==> src/rtl/pipe_stage_reg_pkg.sv <==
//------------------------------------------------------------------------------
// Module : pipe_pkg
// Brief  : Shared state encoding and widths for the pipeline stage register.
// Rev    : 1.0  initial release
//------------------------------------------------------------------------------
`default_nettype none

package pipe_pkg;

  localparam int STALL_CNT_W = 16;

  typedef enum logic [1:0] {
    EMPTY = 2'd0,
    ONE   = 2'd1,
    TWO   = 2'd2
  } state_t;

endpackage

`default_nettype wire

==> src/rtl/pipe_stage_reg_if.sv <==
//------------------------------------------------------------------------------
// Module : pipe_stage_reg_if
// Brief  : Upstream/downstream handshake bundle of a pipeline stage register.
// Rev    : 1.0  initial release
//------------------------------------------------------------------------------
`default_nettype none

interface pipe_stage_reg_if
  import pipe_pkg::*;
#(
  parameter int DATA_W = 48,
  parameter int CTRL_W = 24
) ();

  logic                   in_valid;
  logic                   in_ready;
  logic [DATA_W-1:0]      in_data;
  logic [CTRL_W-1:0]      in_ctrl;
  logic                   flush;
  logic                   out_valid;
  logic                   out_ready;
  logic [DATA_W-1:0]      out_data;
  logic [CTRL_W-1:0]      out_ctrl;
  logic [STALL_CNT_W-1:0] stall_cnt;

  // Environment side: drives the upstream stage and the downstream consumer.
  modport master (
    output in_valid, in_data, in_ctrl, flush, out_ready,
    input  in_ready, out_valid, out_data, out_ctrl, stall_cnt
  );

  // Stage register side.
  modport slave (
    input  in_valid, in_data, in_ctrl, flush, out_ready,
    output in_ready, out_valid, out_data, out_ctrl, stall_cnt
  );

endinterface

`default_nettype wire

==> src/rtl/pipe_stage_reg_sat_counter.sv <==
//------------------------------------------------------------------------------
// Module : pipe_sat_counter
// Brief  : Up-counter that sticks at all-ones; synchronous clear.
// Rev    : 1.0  initial release
//------------------------------------------------------------------------------
`default_nettype none

module pipe_sat_counter #(
  parameter int WIDTH = 16
) (
  input  wire logic             Clk,
  input  wire logic             Rst,
  input  wire logic             inc,
  input  wire logic             clr,
  output logic      [WIDTH-1:0] count
);

  logic [WIDTH-1:0] r_count;

  always_ff @(posedge Clk) begin
    if (Rst || clr) begin
      r_count <= '0;
    end else if (inc && (r_count != {WIDTH{1'b1}})) begin
      r_count <= r_count + 1'b1;
    end
  end

  assign count = r_count;

endmodule

`default_nettype wire

==> src/rtl/pipe_stage_reg.sv <==
//------------------------------------------------------------------------------
// Module : pipe_stage_reg
// Brief  : Inter-stage pipeline register with 2-entry skid buffer, flush and
//          bubble insertion. Optional stall counter under PIPE_STALL_CNT_EN.
// Rev    : 1.0  initial release
//------------------------------------------------------------------------------
`default_nettype none

module pipe_stage_reg
  import pipe_pkg::*;
#(
  parameter int                DATA_W = 48,
  parameter int                CTRL_W = 24,
  parameter logic [CTRL_W-1:0] BUBBLE = '0
) (
  input wire logic        Clk,
  input wire logic        Rst,
  pipe_stage_reg_if.slave bus
);

  state_t            r_state;
  logic              r_in_ready;
  logic              r_out_valid;
  logic [DATA_W-1:0] r_main_data;
  logic [CTRL_W-1:0] r_main_ctrl;
  logic [DATA_W-1:0] r_skid_data;
  logic [CTRL_W-1:0] r_skid_ctrl;

  logic w_in_fire;
  logic w_out_fire;

  assign w_in_fire  = bus.in_valid & r_in_ready;
  assign w_out_fire = r_out_valid & bus.out_ready;

  // The main entry is the output register; its control field is forced to
  // BUBBLE whenever it holds no valid instruction.
  always_ff @(posedge Clk) begin
    if (Rst) begin
      r_state     <= EMPTY;
      r_in_ready  <= 1'b1;
      r_out_valid <= 1'b0;
      r_main_data <= '0;
      r_main_ctrl <= BUBBLE;
      r_skid_data <= '0;
      r_skid_ctrl <= '0;
    end else if (bus.flush) begin
      r_state     <= EMPTY;
      r_in_ready  <= 1'b1;
      r_out_valid <= 1'b0;
      r_main_ctrl <= BUBBLE;
    end else begin
      case (r_state)
        EMPTY: begin
          if (w_in_fire) begin
            r_main_data <= bus.in_data;
            r_main_ctrl <= bus.in_ctrl;
            r_out_valid <= 1'b1;
            r_state     <= ONE;
          end
        end
        ONE: begin
          if (w_in_fire && w_out_fire) begin
            r_main_data <= bus.in_data;
            r_main_ctrl <= bus.in_ctrl;
          end else if (w_in_fire) begin
            r_skid_data <= bus.in_data;
            r_skid_ctrl <= bus.in_ctrl;
            r_in_ready  <= 1'b0;
            r_state     <= TWO;
          end else if (w_out_fire) begin
            r_out_valid <= 1'b0;
            r_main_ctrl <= BUBBLE;
            r_state     <= EMPTY;
          end
        end
        TWO: begin
          if (w_out_fire) begin
            r_main_data <= r_skid_data;
            r_main_ctrl <= r_skid_ctrl;
            r_in_ready  <= 1'b1;
            r_state     <= ONE;
          end
        end
        default: begin
          r_state     <= EMPTY;
          r_in_ready  <= 1'b1;
          r_out_valid <= 1'b0;
          r_main_ctrl <= BUBBLE;
        end
      endcase
    end
  end

  assign bus.in_ready  = r_in_ready;
  assign bus.out_valid = r_out_valid;
  assign bus.out_data  = r_main_data;
  assign bus.out_ctrl  = r_main_ctrl;

`ifdef PIPE_STALL_CNT_EN
  logic w_stall;

  assign w_stall = r_out_valid & ~bus.out_ready;

  pipe_sat_counter #(
    .WIDTH (STALL_CNT_W)
  ) u_stall_cnt (
    .Clk   (Clk),
    .Rst   (Rst),
    .inc   (w_stall),
    .clr   (1'b0),
    .count (bus.stall_cnt)
  );
`else
  assign bus.stall_cnt = '0;
`endif

endmodule

`default_nettype wire

==> src/flat_wrapper.sv <==
// flat-port wrapper written by rule: the top's interface ports become plain ports
module pipe_stage_reg_flat import pipe_pkg::*;
#(
  parameter int                DATA_W = 48,
  parameter int                CTRL_W = 24,
  parameter logic [CTRL_W-1:0] BUBBLE = '0
)
  (Clk, Rst, bus_in_valid, bus_in_data, bus_in_ctrl, bus_flush, bus_out_ready, bus_in_ready, bus_out_valid, bus_out_data, bus_out_ctrl, bus_stall_cnt);
  pipe_stage_reg_if #(.DATA_W(DATA_W), .CTRL_W(CTRL_W)) bus_i ();
  input wire logic Clk;
  input wire logic Rst;
  input wire logic [$bits(bus_i.in_valid)-1:0] bus_in_valid;
  input wire logic [$bits(bus_i.in_data)-1:0] bus_in_data;
  input wire logic [$bits(bus_i.in_ctrl)-1:0] bus_in_ctrl;
  input wire logic [$bits(bus_i.flush)-1:0] bus_flush;
  input wire logic [$bits(bus_i.out_ready)-1:0] bus_out_ready;
  output wire logic [$bits(bus_i.in_ready)-1:0] bus_in_ready;
  output wire logic [$bits(bus_i.out_valid)-1:0] bus_out_valid;
  output wire logic [$bits(bus_i.out_data)-1:0] bus_out_data;
  output wire logic [$bits(bus_i.out_ctrl)-1:0] bus_out_ctrl;
  output wire logic [$bits(bus_i.stall_cnt)-1:0] bus_stall_cnt;
  assign bus_i.in_valid = bus_in_valid;
  assign bus_i.in_data = bus_in_data;
  assign bus_i.in_ctrl = bus_in_ctrl;
  assign bus_i.flush = bus_flush;
  assign bus_i.out_ready = bus_out_ready;
  assign bus_in_ready = bus_i.in_ready;
  assign bus_out_valid = bus_i.out_valid;
  assign bus_out_data = bus_i.out_data;
  assign bus_out_ctrl = bus_i.out_ctrl;
  assign bus_stall_cnt = bus_i.stall_cnt;
  pipe_stage_reg #(.DATA_W(DATA_W), .CTRL_W(CTRL_W), .BUBBLE(BUBBLE)) u_core (.Clk(Clk), .Rst(Rst), .bus(bus_i));
endmodule
==> config.mk <==
export PLATFORM = sky130hd
export DESIGN_NAME = pipe_stage_reg_flat
export DESIGN_NICKNAME = d
export VERILOG_FILES = /design/src/rtl/pipe_stage_reg_pkg.sv /design/src/rtl/pipe_stage_reg_if.sv /design/src/rtl/pipe_stage_reg_sat_counter.sv /design/src/rtl/pipe_stage_reg.sv /design/src/flat_wrapper.sv
export SDC_FILE = /design/constraint.sdc
export NUM_CORES = 1
export LEC_CHECK = 0
export ABC_AREA = 1
export BUFFER_PORTS_ARGS = -buffer_cell sky130_fd_sc_hd__clkbuf_2
export CAP_MARGIN = 20
export CORE_MARGIN = 3
export CORE_UTILIZATION = 39
export DETAILED_ROUTE_END_ITERATION = 10
export PLACE_DENSITY = 0.68
export SLEW_MARGIN = 10
export SYNTH_ARGS = -nofsm -noshare
export SYNTH_HDL_FRONTEND = slang
export SYNTH_SLANG_ARGS = --single-unit
export TNS_END_PERCENT = 1
==> constraint.sdc <==
create_clock -name Clk -period 2 [get_ports Clk]
set_input_delay 0.3 -clock Clk [delete_from_list [all_inputs] [get_ports Clk]]
set_output_delay 0.3 -clock Clk [all_outputs]
set_load 0.01 [all_outputs]
==> results.yml, run 1 <==
status:
  outcome: "finished, final reports clean"
yosys:
  synth_top_area_share_pct: 44.4
  syn-cell-area_um2: 6670
  ys_warn_count: 0
  synth_cells: 1028
  synth.largest_area_cell: "dfxtp_1"
  yosysUniqueCellTypes: 20
  ys_ff_latch: 148
  ys_seq_area_share_pct: 44.4
  avgSynthCellArea_um2: 6.49
  synth_area_leaders: "dfxtp_1 44%, nand2_1 18%, nor2_1 12%"
clocking:
  cts_buffer_depth: 2
  cts_hold_buf: 0
  clk_latency_ns: 0.41
  cts_tree: "yes"
  clkTransAtPathRegs_ns: 0.06
  clockRootBuffer: "clkbuf_16"
  cts_buffers: 17
  post_cts_buffers: 0
  cts.sinks: 148
  htree_levels: 4
routing:
  drtPass1Iterations: 4
  wl_per_cell_um: 12.1
  drcViolationCount: 0
  drt-met1-wl_mm: 7.80
  ant_nets: 0
  viasPerCell: 4.54
  route.met3.wl_um: 968
  routed_wl_mm: 16.7
  drt-initial-drc-count: 321
  via_count: 6288
  top_layer: "met4"
  met2_length_mm: 7.73
pwr:
  peakVddDrop_mv: 0.565
  p_leak_nw: 3.93
  power_density_nw_per_um2: 885
sta:
  hold_violations: 0
  clock.fmax_mhz: 583
  min_period_over_period_pct: 85.7
  fin_setup_tns_ns: 0
  maxSlewHeadroom_pct: 58.8
  worst_pin_slew_ns: 0.617
  hold_slack_ns: 0.154
  setup-violations-final: 0
  grt_setup_unrepaired: "no"
  finalCriticalPeriod_ns: 1.71
  drv_slew: 0
  skew_ns: 0.0128
critical_path:
  path_buf_inv: 2
  crit_type: "flip-flop to flip-flop"
  cp_cell_sequence: "inv_2, nor2_4, nand2_1, nand2_1, inv_2, nand2_2, nand2_1, a21oi_1"
  worstPathMaxFanout: 24
  r2r_slack_ns: 0.29
  critPathLaunchType: "flip-flop"
  worstSetupEndpointType: "flip-flop"
  critPathSlowestCell: "dfxtp_1"
  path_delay_family: "simple AND/OR/NAND/NOR gates"
  path_common_cell: "nand2_1"
  critical-path-max-stage-delay_ns: 0.43
  critPathRequiredTime_ns: 2.34
  crit_arrival_ns: 2.05
job:
  maxCapViolations: 0
layout:
  drive_gt1_share_pct: 18.0
  multi_input_area_um2: 3050
  regArea_um2: 2960
  fillers: 1728
  antenna_cells: 0
  synthToLayoutAreaGrowth_pct: 21.7
  final_cell_count_no_fill: 1384
  final_nets: 1228
place:
  dp_hpwl_mm: 11.1
  place.gp.congestion: 0.780
  place.port_buffers: 150
  place_inst: 1352
global_routing:
  grt_pass1_vias: 5447
  antenna_found_initial: 0
  grt_first_pass_wirelength_mm: 26.8
  grt_max_degree: 66
  grt_use_total_pct: 17.8
  gr-total-overflow: 0
die:
  dieArea_um2: 18700
  io_pins: 167
  die_x_um: 137
  chipHeight_um: 137
  start_util_pct: 40.1
  fp-row-count: 47
  core_area_um2: 16600
worst_hold_path:
  hp-class: "input pin to flip-flop"
## sequential cells by signal, summed over array words and instances, names as in the netlist
signal / count
u_core.r_skid_data: 48
u_core.bus.out_ctrl: 24
u_core.r_skid_ctrl: 24
u_core.r_state: 2
u_core.bus.in_ready: 1
u_core.bus.out_valid: 1
u_core.bus.out_data: 48
## cell usage in the layout, fill, tap and decap left out, types with 4 or more instances in the layout
| cell | Yosys | layout |
|---|---|---|
| inv_1 | 71 | 70 |
| buf_12 | 0 | 6 |
| conb_1 | 1 | 16 |
| nand2_1 | 315 | 315 |
| inv_2 | 5 | 4 |
| buf_4 | 20 | 11 |
| o21ai_0 | 90 | 90 |
| clkbuf_16 | 0 | 17 |
| nor2_1 | 214 | 214 |
| dfxtp_1 | 148 | 148 |
| clkbuf_8 | 0 | 6 |
| nand3_1 | 54 | 54 |
| clkbuf_2 | 0 | 150 |
| a21oi_1 | 43 | 43 |
## synth_stat cells (all sizes together)
cell / n
nand3: 55
nor2: 219
nand2: 316
clkinv: 1
o21ai: 90
clkbuf: 27
buf: 51
a21oi: 43
inv: 76
conb: 1
nor3: 1
dfxtp: 148
## final timing paths
path / from / to / depth (start not counted)
setup / recovery: u_core.r_state[1] / u_core.bus.out_ctrl[16] / 8
hold / removal: bus_in_data[7] / u_core.r_skid_data[7] / 3
setup reg to reg: u_core.r_state[1] / u_core.bus.out_ctrl[16] / 8
hold reg to reg: u_core.r_skid_data[34] / u_core.r_skid_data[34] / 2
## final cells by class
class | count | area share, %
clock buffers | 26 | 6.40
clock inverters | 6 | 0.817
inverters | 77 | 3.61
multi-input cells | 740 | 37.6
flip-flops and latches | 148 | 36.5
well taps | 220 | 3.39
repair buffers | 167 | 11.7
## cell families (layout without fill, tap and decap cells)
group / Yosys count / in the layout / share of synthesized area, %
other: 1 / 16 / 0.0562
AND/OR/NAND/NOR: 591 / 591 / 34.7
flip-flops: 148 / 148 / 44.4
AO/OA/AOI/OAI: 133 / 133 / 9.98
buffers and inverters: 155 / 276 / 10.9
## metrics by stage
step                      area (um2)  power [mW]  util, %  setup slack [ns]
after floorplan                 6730        3.83        -             0.555
after global placement          7530        4.13     45.3             0.182
after detailed placement        7530        4.14     45.3             0.119
after CTS                       8120        7.27     48.8             0.111
after global routing            8120        7.53     48.8             0.120
final                           8120        7.19     48.8             0.285
## power by group
part	internal [mW]	switching (mW)
Combinational	0.344	0.554
Clock	1.92	1.20
Sequential	3.09	0.0731
## per-layer routing
layer  up-vias  track usage (%)
met5         -                0
met2       162             29.1
met4         0             5.43
met1      2728             23.3
li1       3377                -
met3        21             4.60
## worst reg2reg max path, stage by stage (launching register included)
cell     delay (ns)
dfxtp_1        0.43
inv_2          0.10
nor2_4         0.15
nand2_1        0.12
nand2_1        0.13
inv_2          0.05
nand2_2        0.37
nand2_1        0.11
a21oi_1        0.19
## timing repair
action                                  CTS  global route
endpoints found under the setup margin    0            39
hold endpoints to repair                  0             0
gates resized for setup                   0             2
(Power assumes the default switching activity.)
==> inputs of run 2 (changes only) <==
--- a/config.mk
+++ b/config.mk
@@ -8,6 +8,7 @@
 export ABC_AREA = 1
 export BUFFER_PORTS_ARGS = -buffer_cell sky130_fd_sc_hd__clkbuf_2
 export CAP_MARGIN = 20
+export CORE_ASPECT_RATIO = 1.2
 export CORE_MARGIN = 3
 export CORE_UTILIZATION = 39
 export DETAILED_ROUTE_END_ITERATION = 10
==> run 2 against run 1 <==
  * Critical path depth did not move
  * Final cell count fell by 0.87%
  * Critical endpoint is now u_core.bus.out_data[2]
  * Clock skew fell by 0.0074 ns
  * Hold slack improved by 0.0072 ns
  * Design area fell by 0.62%
==> results.yml, run 2 (same netlist as run 1, synthesis figures left out) <==
clocking:
  cts_hold_buf: 0
  postCtsResizedCells: 0
  cts_buffer_depth: 2
  clockRootBuffer: "clkbuf_16"
  post_cts_buffers: 0
  cts_tree: "yes"
  clk_latency_ns: 0.41
  cts_buffers: 17
  clkTransAtPathRegs_ns: 0.06
  cts.sinks: 148
  htree_levels: 4
sta:
  grt_setup_unrepaired: "no"
  maxSlewHeadroom_pct: 57.3
  min_period_over_period_pct: 86.8
  hold_violations: 0
  skew_ns: 0.00542
  fin_setup_tns_ns: 0
  setup-violations-final: 0
  finalCriticalPeriod_ns: 1.74
  worst_pin_slew_ns: 0.640
  drv_slew: 0
  clock.fmax_mhz: 576
status:
  outcome: "finished, final reports clean"
critical_path:
  critPathSlowestCell: "dfxtp_1"
  path_buf_inv: 1
  critical-path-max-stage-delay_ns: 0.36
  critPathRequiredTime_ns: 2.31
  path_common_cell: "nand2_1"
  critPathLaunchType: "flip-flop"
  crit_arrival_ns: 2.04
  worstPathMaxFanout: 81
  path_delay_family: "simple AND/OR/NAND/NOR gates"
  cp_cell_sequence: "nand2_1, nand2_1, nand3_1, nor2_4, buf_12, nand2_1, nand2_1, nor2_1"
  crit-reg2reg-launch: "u_core.bus.out_valid"
  crit_start: "u_core.bus.out_valid"
  worstSetupEndpointType: "flip-flop"
  crit_type: "flip-flop to flip-flop"
layout:
  final_cell_mix: "315 x nand2_1, 214 x nor2_1, 150 x clkbuf_2, 148 x dfxtp_1, 90 x o21ai_0"
  mostFrequentLayoutCell: "nand2_1"
  fin_util_pct: 48.8
  drive_gt1_share_pct: 17.6
  fillers: 1728
  final_nets: 1224
  synthToLayoutAreaGrowth_pct: 21.0
  antenna_cells: 0
worst_hold_path:
  min_from: "bus_in_data[7]"
  hp-class: "input pin to flip-flop"
die:
  chipHeight_um: 149
  io_pins: 167
  start_util_pct: 40.4
  fp-row-count: 51
  dieArea_um2: 18700
  core_area_um2: 16500
  die_x_um: 125
pwr:
  swShare_pct: 25.4
  power_density_nw_per_um2: 891
  p_int_mw: 5.37
  peakVddDrop_mv: 0.532
  p_sw_mw: 1.83
  combPwrFrac_pct: 12.3
  sequentialPowerShare_pct: 44.0
  p_leak_nw: 3.90
  power_frac_clock_pct: 43.7
routing:
  top_layer: "met5"
  route.met3.wl_um: 939
  viasPerCell: 4.62
  drt-met1-wl_mm: 7.40
  wl_per_cell_um: 11.7
  ant_nets: 0
  routed_wl_mm: 16.1
  drcViolationCount: 0
  drt-initial-drc-count: 332
  via_count: 6340
  drtPass1Iterations: 5
  met2_length_mm: 7.45
job:
  maxCapViolations: 0
global_routing:
  grt_max_degree: 90
  gr-total-overflow: 0
  grt_use_total_pct: 17.4
  grt_pass1_vias: 5493
  antenna_found_initial: 1
  grt_first_pass_wirelength_mm: 26.9
place:
  place.port_buffers: 150
  dp_hpwl_mm: 10.2
  place.gp.congestion: 0.789
==> run 2: metal layers <==
layer,up-vias,global-route usage [%]
li1,3368,-
met1,2783,21.6
met2,167,29.5
met3,20,5.16
met4,2,5.21
met5,-,0
==> run 2: metrics by stage <==
stage	std cells	setup slack (ns)	hold slack [ns]	total power, mW	area (um2)
3_5_place_dp	1340	0.162	0.439	4.13	7490
4_1_cts	1372	0.102	0.135	7.30	8070
6_report	1372	0.264	0.162	7.19	8070
3_3_place_gp	1340	0.155	0.432	4.12	7490
5_1_grt	1372	0.0634	0.145	7.56	8070
2_1_floorplan	1043	0.555	0.425	3.83	6730
==> run 2: worst paths after layout <==
check	end	cells after the start	slack, ns
worst max-delay path	u_core.bus.out_data[2]	8	0.26
worst min-delay path	u_core.r_skid_data[7]	3	0.16
worst max register to register	u_core.bus.out_data[2]	8	0.26
worst min register to register	u_core.r_skid_data[46]	2	0.44
==> run 2: final cells by class <==
type | count | area (um2) | share of cell area, %
multi-input cells | 740 | 3060 | 37.9
flip-flops and latches | 148 | 2960 | 36.7
repair buffers | 163 | 911 | 11.3
clock buffers | 24 | 482 | 5.97
inverters | 77 | 293 | 3.63
well taps | 212 | 265 | 3.29
clock inverters | 8 | 98.8 | 1.22
==> run 2: worst min-delay path, stage by stage <==
cell      delay, ns
clkbuf_2       0.09
o21ai_0        0.08
nor2_1         0.07
==> run 2: power groups by stage <==
stage	registers (mW)	logic (mW)	clock network, mW
after floorplan	3.28	0.553	0
after global placement	3.23	0.891	0
after detailed placement	3.23	0.895	0
after CTS	3.17	0.897	3.23
after global routing	3.18	1.02	3.36
final	3.17	0.882	3.14
==> inputs of run 3 (changes only) <==
--- a/config.mk
+++ b/config.mk
@@ -16,5 +16,6 @@
 export SLEW_MARGIN = 10
 export SYNTH_ARGS = -nofsm -noshare
 export SYNTH_HDL_FRONTEND = slang
+export SYNTH_HIERARCHICAL = 1
 export SYNTH_SLANG_ARGS = --single-unit
 export TNS_END_PERCENT = 1
==> run 3 against run 2 <==
  * Sequential power about the same
  * Maximum frequency up 6.9%
  * Clock skew up 0.0015 ns
  * Hold slack worse by 0.0089 ns
  * Critical endpoint is now u_core/bus.out_data[38]
  * Largest cell class unchanged
==> results.yml, run 3 <==
die:
  core_area_um2: 16500
  die_x_um: 126
  io_pins: 167
  start_util_pct: 40.5
  chipHeight_um: 150
  dieArea_um2: 18800
  fp-row-count: 51
clocking:
  clkTransAtPathRegs_ns: 0.06
  cts_buffers: 17
  cts_tree: "yes"
  cts.sinks: 148
  postCtsResizedCells: 0
  htree_levels: 4
  cts_hold_buf: 0
  clk_latency_ns: 0.41
  cts_buffer_depth: 2
  post_cts_buffers: 0
  clockRootBuffer: "clkbuf_16"
critical_path:
  critPathLaunchType: "flip-flop"
  worstSetupEndpointType: "flip-flop"
  crit_type: "flip-flop to flip-flop"
  critPathRequiredTime_ns: 2.31
  worstPathMaxFanout: 31
  crit_arrival_ns: 1.93
routing:
  viasPerCell: 4.74
  drt-initial-drc-count: 404
  wl_per_cell_um: 12.6
  drtPass1Iterations: 7
  ant_nets: 0
  via_count: 6426
  routed_wl_mm: 17.1
  drcViolationCount: 0
job:
  maxCapViolations: 0
sta:
  setup-violations-final: 0
  clock.fmax_mhz: 616
  drv_slew: 0
  fin_setup_tns_ns: 0
  min_period_over_period_pct: 81.2
  hold_violations: 0
  grt_setup_unrepaired: "no"
  finalCriticalPeriod_ns: 1.62
  skew_ns: 0.00688
place:
  place.gp.congestion: 0.784
  place.port_buffers: 150
  dpl_cell_area_um2: 7600
  dp_hpwl_mm: 11.2
layout:
  drive_gt1_share_pct: 18.8
  fin_area_um2: 8270
  final_nets: 1207
  synthToLayoutAreaGrowth_pct: 23.5
  mostFrequentLayoutCell: "nand2_1"
  final_cell_mix: "230 x nand2_1, 174 x nor2_1, 150 x clkbuf_2, 148 x dfxtp_1, 109 x o21ai_0"
  regArea_um2: 2960
  multi_input_area_um2: 3040
  antenna_cells: 0
  fillers: 1707
pwr:
  power_density_nw_per_um2: 937
  peakVddDrop_mv: 0.590
  p_leak_nw: 3.91
yosys:
  ys_ff_latch: 148
  ys_seq_area_share_pct: 44.2
  ys_warn_count: 6
  synth.largest_area_cell: "dfxtp_1"
  synth_area_leaders: "dfxtp_1 44%, nand2_1 13%, nor2_1 9.8%"
  synth_edf_count: 0
  synth_top_area_share_pct: 44.2
  ys_async_sr_fraction_pct: 0
  synth_cells: 1010
  syn-cell-area_um2: 6700
  synth.most_common_cell: "nand2_1"
  avgSynthCellArea_um2: 6.63
  synthTopCellsByCount: "230 x nand2_1, 174 x nor2_1, 148 x dfxtp_1"
  yosysUniqueCellTypes: 22
  synth_ff_type: "dfxtp_1"
global_routing:
  antenna_found_initial: 0
  grt_first_pass_wirelength_mm: 28.7
  gr-total-overflow: 0
  grt_use_total_pct: 18.6
  grt_pass1_vias: 5871
  grt_max_degree: 84
worst_hold_path:
  hp-class: "input pin to flip-flop"
status:
  outcome: "finished, final reports clean"
-- run 3: worst max-delay path: stages (launching register included) --
cell,delay [ns]
dfxtp_1,0.39
inv_2,0.08
nand2_2,0.10
inv_2,0.04
nand2_1,0.11
inv_1,0.08
nor2_4,0.13
buf_4,0.33
nand3_1,0.12
nand2_1,0.08
nor2_1,0.05
-- run 3: cell type report --
cell class | count | share of cell area [%]
well taps | 212 | 3.21
clock inverters | 15 | 3.04
multi-input cells | 701 | 36.7
inverters | 93 | 4.23
repair buffers | 169 | 11.9
flip-flops and latches | 148 | 35.8
clock buffers | 17 | 5.14
-- run 3: metal layers --
layer  vias up  wire, um  GRT usage [%]
li1       3387         -              -
met1      2870      7570           22.9
met2       152      8260           30.7
met3        17      1060           5.39
met4         0       242           7.21
met5         -         0              0
-- run 3: logic make-up after synthesis --
family                 after synthesis  share of synthesized area [%]
AOI/OAI and AO/OA                  173                           13.0
buffers and inverters              176                           11.6
DFF                                148                           44.2
other                                1                         0.0560
and+or+nand+nor                    512                           31.0
-- run 3: stage by stage --
| stage | power, mW | setup slack (ns) | instances | hold WS [ns] | util [%] |
|---|---|---|---|---|---|
| after floorplan | 3.85 | 0.553 | 1025 | 0.425 | - |
| after global placement | 4.19 | 0.369 | 1323 | 0.432 | 46.0 |
| after detailed placement | 4.20 | 0.345 | 1323 | 0.439 | 46.0 |
| after CTS | 7.87 | 0.369 | 1355 | 0.126 | 50.1 |
| after global routing | 8.13 | 0.193 | 1355 | 0.151 | 50.1 |
| final | 7.75 | 0.376 | 1355 | 0.153 | 50.1 |
-- run 3: power breakdown --
part / internal (mW) / total, mW / switching (mW)
logic: 0.362 / 0.955 / 0.594
clock network: 2.35 / 3.63 / 1.28
registers: 3.10 / 3.17 / 0.0708
-- run 3: path summary, 6_finish.rpt --
kind                    startpoint                      end  slack (ns)  depth (start not counted)
min                      bus_flush      u_core/bus.in_ready        0.15                          3
min reg2reg  u_core/r_skid_data[2]    u_core/r_skid_data[2]        0.45                          2
max              u_core/r_state[0]  u_core/bus.out_data[38]        0.38                         10
max reg2reg      u_core/r_state[0]  u_core/bus.out_data[38]        0.38                         10
